File: src/rtl/legv8_pkg.sv
// Shared LEGv8 front-end constants: instruction size and PC sequencer state encoding.
package legv8_pkg;

  localparam int unsigned INST_BYTES = 4;
  localparam int unsigned INST_SHIFT = $clog2(INST_BYTES);

  typedef logic [1:0] seq_state_t;

  localparam seq_state_t StBoot  = 2'd0;
  localparam seq_state_t StRun   = 2'd1;
  localparam seq_state_t StFlush = 2'd2;
  localparam seq_state_t StHalt  = 2'd3;

  // True when a byte address sits on an instruction boundary.
  function automatic logic is_word_aligned(input logic [1:0] low_bits);
    return low_bits == 2'b00;
  endfunction

endpackage

File: src/rtl/pc_target_adder.sv
// PC-relative branch target: pc + (sign-extended instruction offset scaled to bytes).
module pc_target_adder
  import legv8_pkg::*;
#(
  parameter int unsigned ADDR_W = 64,
  parameter int unsigned OFF_W  = 26
) (
  input  logic [ADDR_W-1:0] pc,
  input  logic [OFF_W-1:0]  br_offset,
  output logic [ADDR_W-1:0] br_target
);

  // Work wide enough for either operand; the final add truncates to ADDR_W (mod 2^ADDR_W).
  localparam int unsigned ExtW = (ADDR_W > OFF_W + INST_SHIFT) ? ADDR_W : OFF_W + INST_SHIFT;

  logic [ExtW-1:0] off_sext;
  logic [ExtW-1:0] off_bytes;

  assign off_sext  = {{(ExtW - OFF_W){br_offset[OFF_W-1]}}, br_offset};
  assign off_bytes = off_sext << INST_SHIFT;
  assign br_target = pc + off_bytes[ADDR_W-1:0];

endmodule

File: src/rtl/pc_sequencer.sv
// Fetch PC sequencer: boot bubble, sequential fetch with backpressure, redirects with a
// one-cycle squash bubble, halt, and a sticky misaligned-jump flag.
module pc_sequencer
  import legv8_pkg::*;
#(
  parameter int unsigned       ADDR_W    = 64,
  parameter logic [ADDR_W-1:0] RESET_VEC = '0,
  parameter int unsigned       OFF_W     = 26
) (
  input  logic              clk,
  input  logic              reset,
  input  logic              stall,
  input  logic              halt,
  input  logic              br_taken,
  input  logic [OFF_W-1:0]  br_offset,
  input  logic              reg_jump,
  input  logic [ADDR_W-1:0] jump_target,
  input  logic              fetch_ready,
  output logic [ADDR_W-1:0] pc,
  output logic [ADDR_W-1:0] pc_plus4,
  output logic              fetch_valid,
  output logic              misalign_err
);

  seq_state_t        state_q, state_d;
  logic [ADDR_W-1:0] pc_q, pc_d;
  logic              err_q, err_d;
  logic [ADDR_W-1:0] br_target;
  logic [ADDR_W-1:0] jump_pc;

  pc_target_adder #(
    .ADDR_W (ADDR_W),
    .OFF_W  (OFF_W)
  ) u_target_adder (
    .pc        (pc_q),
    .br_offset (br_offset),
    .br_target (br_target)
  );

  assign jump_pc  = {jump_target[ADDR_W-1:2], 2'b00};
  assign pc_plus4 = pc_q + ADDR_W'(INST_BYTES);

  // Gated by reset so no fetch is requested while reset is held, even before the first edge.
  assign fetch_valid  = !reset && (state_q == StRun) && !stall;
  assign pc           = pc_q;
  assign misalign_err = err_q;

  always_comb begin
    state_d = state_q;
    pc_d    = pc_q;
    err_d   = err_q;
    unique case (state_q)
      StBoot: begin
        state_d = halt ? StHalt : StRun;
      end
      StRun, StFlush: begin
        if (halt) begin
          state_d = StHalt;
        end else if (reg_jump) begin
          pc_d    = jump_pc;
          state_d = StFlush;
          if (!is_word_aligned(jump_target[1:0])) begin
            err_d = 1'b1;
          end
        end else if (br_taken) begin
          pc_d    = br_target;
          state_d = StFlush;
        end else if (state_q == StFlush) begin
          state_d = StRun;
        end else if (fetch_valid && fetch_ready) begin
          pc_d = pc_plus4;
        end
      end
      StHalt: begin
        state_d = StHalt;
      end
      default: begin
        state_d = StBoot;
      end
    endcase
  end

  always_ff @(posedge clk) begin
    if (reset) begin
      state_q <= StBoot;
      pc_q    <= RESET_VEC;
      err_q   <= 1'b0;
    end else begin
      state_q <= state_d;
      pc_q    <= pc_d;
      err_q   <= err_d;
    end
  end

endmodule

File: config.mk
export PLATFORM = sky130hd
export DESIGN_NAME = pc_sequencer
export DESIGN_NICKNAME = d
export VERILOG_FILES = /design/src/rtl/legv8_pkg.sv /design/src/rtl/pc_target_adder.sv /design/src/rtl/pc_sequencer.sv
export SDC_FILE = /design/constraint.sdc
export NUM_CORES = 1
export LEC_CHECK = 0
export CAP_MARGIN = 20
export CORE_MARGIN = 5
export CORE_UTILIZATION = 40
export DETAILED_ROUTE_END_ITERATION = 7
export PLACE_DENSITY = 0.76
export SETUP_SLACK_MARGIN = 0.5
export SYNTH_ARGS = -nofsm -noshare
export SYNTH_HDL_FRONTEND = slang
export SYNTH_SLANG_ARGS = --single-unit
File: constraint.sdc
create_clock -name clk -period 4.1 [get_ports clk]
set_clock_uncertainty 0.2 [all_clocks]
set_input_delay 0.615 -clock clk [delete_from_list [all_inputs] [get_ports clk]]
set_output_delay 0.615 -clock clk [all_outputs]
set_load 0.01 [all_outputs]
# Word level (Yosys, flattened, before mapping)
# Cells that the tools add are included.
# W data, S select, Z words.
# word_totals
mem_bits_rw,0
latch_bits,0
memories,0
inputBits,97
reg_bits,67
rom_bits,0
# op_classes
bitwise_logic,2
reduce_logical,11
div_mod_pow,0
addsub,2
n_lt_le_gt_ge,0
eq_ne,5
shift,0
mul,0
n_mux,10
# op_table
operator,count
$mux W64,4
$add A64 B3 Y64 const B,1
$add A64 B64 Y64,1
$mux W2,5
$reduce_and A4 Y1,2
$pmux W2 S3,1
$ne A5 B5 Y1 const B,1
$eq A2 B2 Y1 const B,2
$logic_not A2 Y1,2
$logic_and A1 B1 Y1,3
$ne A3 B3 Y1 const B,1
$reduce_bool A3 Y1,1
$eq A2 B1 Y1 const B,1
$logic_not A1 Y1,2
$not A1 Y1,2
$reduce_or A2 Y1,1

# Depth between registers and ports, before layout
# Gate-level depths: netlist of the first run.
# logic_depth
depth_word,8
ltp_mapped,12
ltp_nobuf,11

# Cells and area by module
# A second synthesis of the first run with hierarchy kept.
# unflattened
cells_unflattened,1274
hier_area_um2,9370.2
# by_module_without_submodules
mod,cells_per_inst,area_per_inst_um2,instances
pc_sequencer,755,5724.2,1
pc_target_adder,519,3646.0,1

# Worst setup path after synthesis of the first run
# Ideal clock, no wire load.
# synth_timing
kind,input to register
start,input port br_offset[0]
end,register pc_q[54] (netlist: pc[54])
path_stages,11
t_required_ns,3.797
setup_ns,0.103
path_slack_ns,0.739
arrival_time_ns,3.057
cell_sequence,ha_1 -> fa_1 -> a21o_1 -> a221oi_2 -> nand4b_1 -> nor3b_4 -> a2111oi_2 -> o21ai_1 -> o21a_2 -> o21ai_1 -> a2111oi_2
# synth_via
elab_chain_len,3
# synth_lines
item,line,source
"start, declared",pc_sequencer.sv:15,"input logic [OFF_W-1:0] br_offset,"
$add A64 B64 Y64,pc_target_adder.sv:21,assign br_target = pc + off_bytes[ADDR_W-1:0];
$mux W64,pc_sequencer.sv:65,end else if (br_taken) begin
$mux W64,pc_sequencer.sv:59,end else if (reg_jump) begin
"end signal, assigned",pc_sequencer.sv:90,pc_q <= pc_d;
"end, declared",pc_sequencer.sv:26,"logic [ADDR_W-1:0] pc_q, pc_d;"
# No other way between the ends.
# A chain may end at the register's enable or synchronous reset.

# Final worst setup path of the first run
# layout_timing
start,register pc_q[2] (netlist: pc[2])
end,output port pc_plus4[52]
# layout_via
elab_chain_len,1
# layout_lines
item,line,source
$add A64 B3 Y64,pc_sequencer.sv:41,assign pc_plus4 = pc_q + ADDR_W'(INST_BYTES);
"end, declared",pc_sequencer.sv:20,"output logic [ADDR_W-1:0] pc_plus4,"
# No other way between the ends.

==> results of run 1 <==
cells by family after synthesis:
logic type / share of synthesized area, %
buffers and inverters: 5.06
muxes: 1.16
adders and majority gates: 9.81
and+or+nand+nor: 25.2
AOI/OAI and AO/OA: 32.9
DFF: 15.1
other: 0.0435
xor gates and xnor gates: 10.8
timing repair:
action | in CTS | in global routing
cloned | 0 | 1
setup endpoints to repair | 53 | 52
setup buffers | 6 | 8
resized for setup | 73 | 89
pin swaps | 10 | 19
hold endpoints to repair | 0 | 0
layer usage:
| metal | vias to the layer above | track usage [%] |
|---|---|---|
| li1 | 5116 | - |
| met1 | 5142 | 37.7 |
| met2 | 572 | 50.3 |
| met3 | 98 | 5.17 |
| met4 | 2 | 13.1 |
| met5 | - | 0 |
report_power, final:
part	switching (W)	internal, W	leakage [nW]
logic	0.00156	0.00135	4.59
clock network	0.000330	0.000530	0.152
registers	0.000217	0.000760	0.540
layout make-up:
cell class                      instances  share of cell area [%]
Clock buffer                           10                    1.82
Clock inverter                          6                   0.657
Inverter                               28                   0.836
Multi-Input combinational cell       1064                    58.7
Sequential cell                        65                    10.6
Tap cell                              275                    2.74
Timing Repair Buffer                  334                    24.6
stage by stage:
| step | std cells | utilization, % | hold slack (ns) |
|---|---|---|---|
| after floorplan | 1232 | - | 0.303 |
| after global placement | 1751 | 54.9 | 0.254 |
| after detailed placement | 1751 | 54.9 | 0.266 |
| after CTS | 1773 | 57.3 | 0.280 |
| after global routing | 1782 | 59.4 | 0.335 |
| final | 1782 | 59.4 | 0.294 |
layout by cell type (no fill, tap or decap), types with 34 or more instances in the layout:
master           instances
a21oi_1                133
clkdlybuf4s50_1        186
buf_4                  108
nand3_1                 42
nor2_1                  97
nand2_1                139
ha_1                    48
a21o_1                  34
dfxtp_1                 45
xnor2_1                 66
o21ai_0                 80
final timing paths:
| check | end | startpoint | depth (start not counted) | slack (ns) |
|---|---|---|---|---|
| setup / recovery | pc_plus4[52] | pc[2]$_SDFFE_PP0P_ | 8 | 0.56 |
| hold / removal | misalign_err$_SDFFE_PP0P_ | misalign_err$_SDFFE_PP0P_ | 2 | 0.29 |
| setup reg to reg | pc[44]$_SDFFE_PP0P_ | pc[24]$_SDFFE_PP0P_ | 12 | 0.87 |
| hold reg to reg | misalign_err$_SDFFE_PP0P_ | misalign_err$_SDFFE_PP0P_ | 2 | 0.29 |
state kept, by name (all words and copies together), names as in the netlist:
register / cells
misalign_err: 1
pc: 62
state_q: 2
worst reg2reg max path: cells and delay by family, from the launching register on:
family	cells	cell delay [ns]
flip-flops	1	0.34
AO/OA/AOI/OAI	3	0.66
AND/OR/NAND/NOR	5	1.08
buffers and inverters	2	0.35
multiplexers	1	0.11
adder cells (fa/ha/maj)	1	0.41
==> results.yml, run 1 <==
run_status:
  outcome: "complete, no violations"
worst_setup_path:
  cp-end-kind: "output port"
  crit_type: "reg -> out"
  cp_top_family: "simple AND/OR/NAND/NOR gates"
  worstPathCellList: "ha_2 -> and2_1 -> and4_2 -> and4_4 -> buf_4 -> nand3_1 -> xnor2_1 -> clkdlybuf4s50_1"
  cp.required_ns: 3.28
  startpoint_type: "flop"
  cpPeakStageDelay_ns: 0.58
  arrival_ns: 2.73
  path_max_fanout: 7
  path_buf_inv: 2
  slowest_stage: "clkdlybuf4s50_1"
power_and_ir_drop:
  power_w: 0.00474
  powerDensity_nw_per_um2: 377
  ir_worst_vdd_mv: 0.193
  power_leakage_nw: 5.28
detailed_routing:
  vias: 10930
  totalWireLength_um: 39000
  drtIter0Drc: 1099
  vias_per_cell: 6.13
  top_layer: "met5"
  drc: 0
  dr.pass1.iters: 5
  dr_wl_met2_um: 18500
  met1Wirelength_um: 15800
  wl_met3_um: 3060
  drtAntennaViolNets: 0
  wl_per_cell_um: 21.9
synthesis:
  synth.most_common_cell: "nand2_1"
  yosysUniqueCellTypes: 81
  syn_area_per_cell_sq_um: 7.02
  synthTopCellsByCount: "nand2_1 (140), a21oi_1 (135), nor2_1 (105)"
  netlist.area_leader.share_pct: 15.1
  ys_warn_count: 0
  synth-seq-area-share_pct: 15.1
  syn_area_sq_um: 8620
  synth.area.top_cells: "dfxtp_1 (15%), ha_1 (9.6%), a21oi_1 (7.8%)"
  synth_top_area_cell: "dfxtp_1"
  synth-seq-cells: 65
  async_flop_share_pct: 0
  ys.flop_type: "dfxtp_1"
  synth_edf_count: 0
  synthCells: 1229
clocking:
  clock_latency_ns: 0.36
  hold_buffers: 0
  path_clk_slew_ns: 0.06
  root_buffer: "clkbuf_16"
  cts_tree: "built"
  cts_buffers: 9
  cts.sinks: 65
  cts_max_level: 3
  clockBufferDepth: 2
global_route:
  antenna_found_initial: 1
  grt_first_pass_wirelength_um: 58900
  track_usage_pct: 30.0
  grt_max_degree: 49
  grt_pass1_vias: 10795
  grt_overflow_total: 0
timing:
  rsz0062_at_grt: "yes"
  fin_crit_ns: 3.54
  tightest_slew_ns: 0.765
  max_slew_margin_pct: 49.0
  slew_viol_final: 0
  min_period_over_period_pct: 86.4
  setup_viol: 0
  fin_tns_setup_ns: 0
  hold_violations: 0
  fmax_ghz: 0.282
  fin_ws_ns: 0.559
cells_and_area:
  layout-drive-gt1-share_pct: 16.7
  fill_cells: 1973
  diodes: 0
  multiInputGateArea_sq_um: 7380
  synthToLayoutAreaGrowth_pct: 45.8
  design_area_sq_um: 12600
  final_nets: 1666
  register_area_sq_um: 1340
floorplan:
  die_width_um: 157
  io_pins: 227
  die_y_um: 157
  die_area_sq_um: 24600
  rows: 53
  core_area_sq_um: 21200
  start_util_pct: 40.8
flow_run:
  max-cap-violations: 0
place:
  portBuffers: 222
  hpwl_um: 29600
  post-place-ws_ns: -0.0444
  placed_cell_area_sq_um: 11600
  gp_congestion: 1.00
worst_hold_path:
  hp-class: "reg -> reg"
Note: power is estimated with default switching activity, not from simulation.
==> inputs of run 2 (changes only) <==
--- a/config.mk
+++ b/config.mk
@@ -8,6 +8,7 @@
 export CAP_MARGIN = 20
 export CORE_MARGIN = 5
 export CORE_UTILIZATION = 40
+export CTS_CLUSTER_DIAMETER = 100
 export DETAILED_ROUTE_END_ITERATION = 7
 export PLACE_DENSITY = 0.76
 export SETUP_SLACK_MARGIN = 0.5
==> results of run 2 <==
Same layout as run 1: the final DEF is identical, and so are final timing and power.
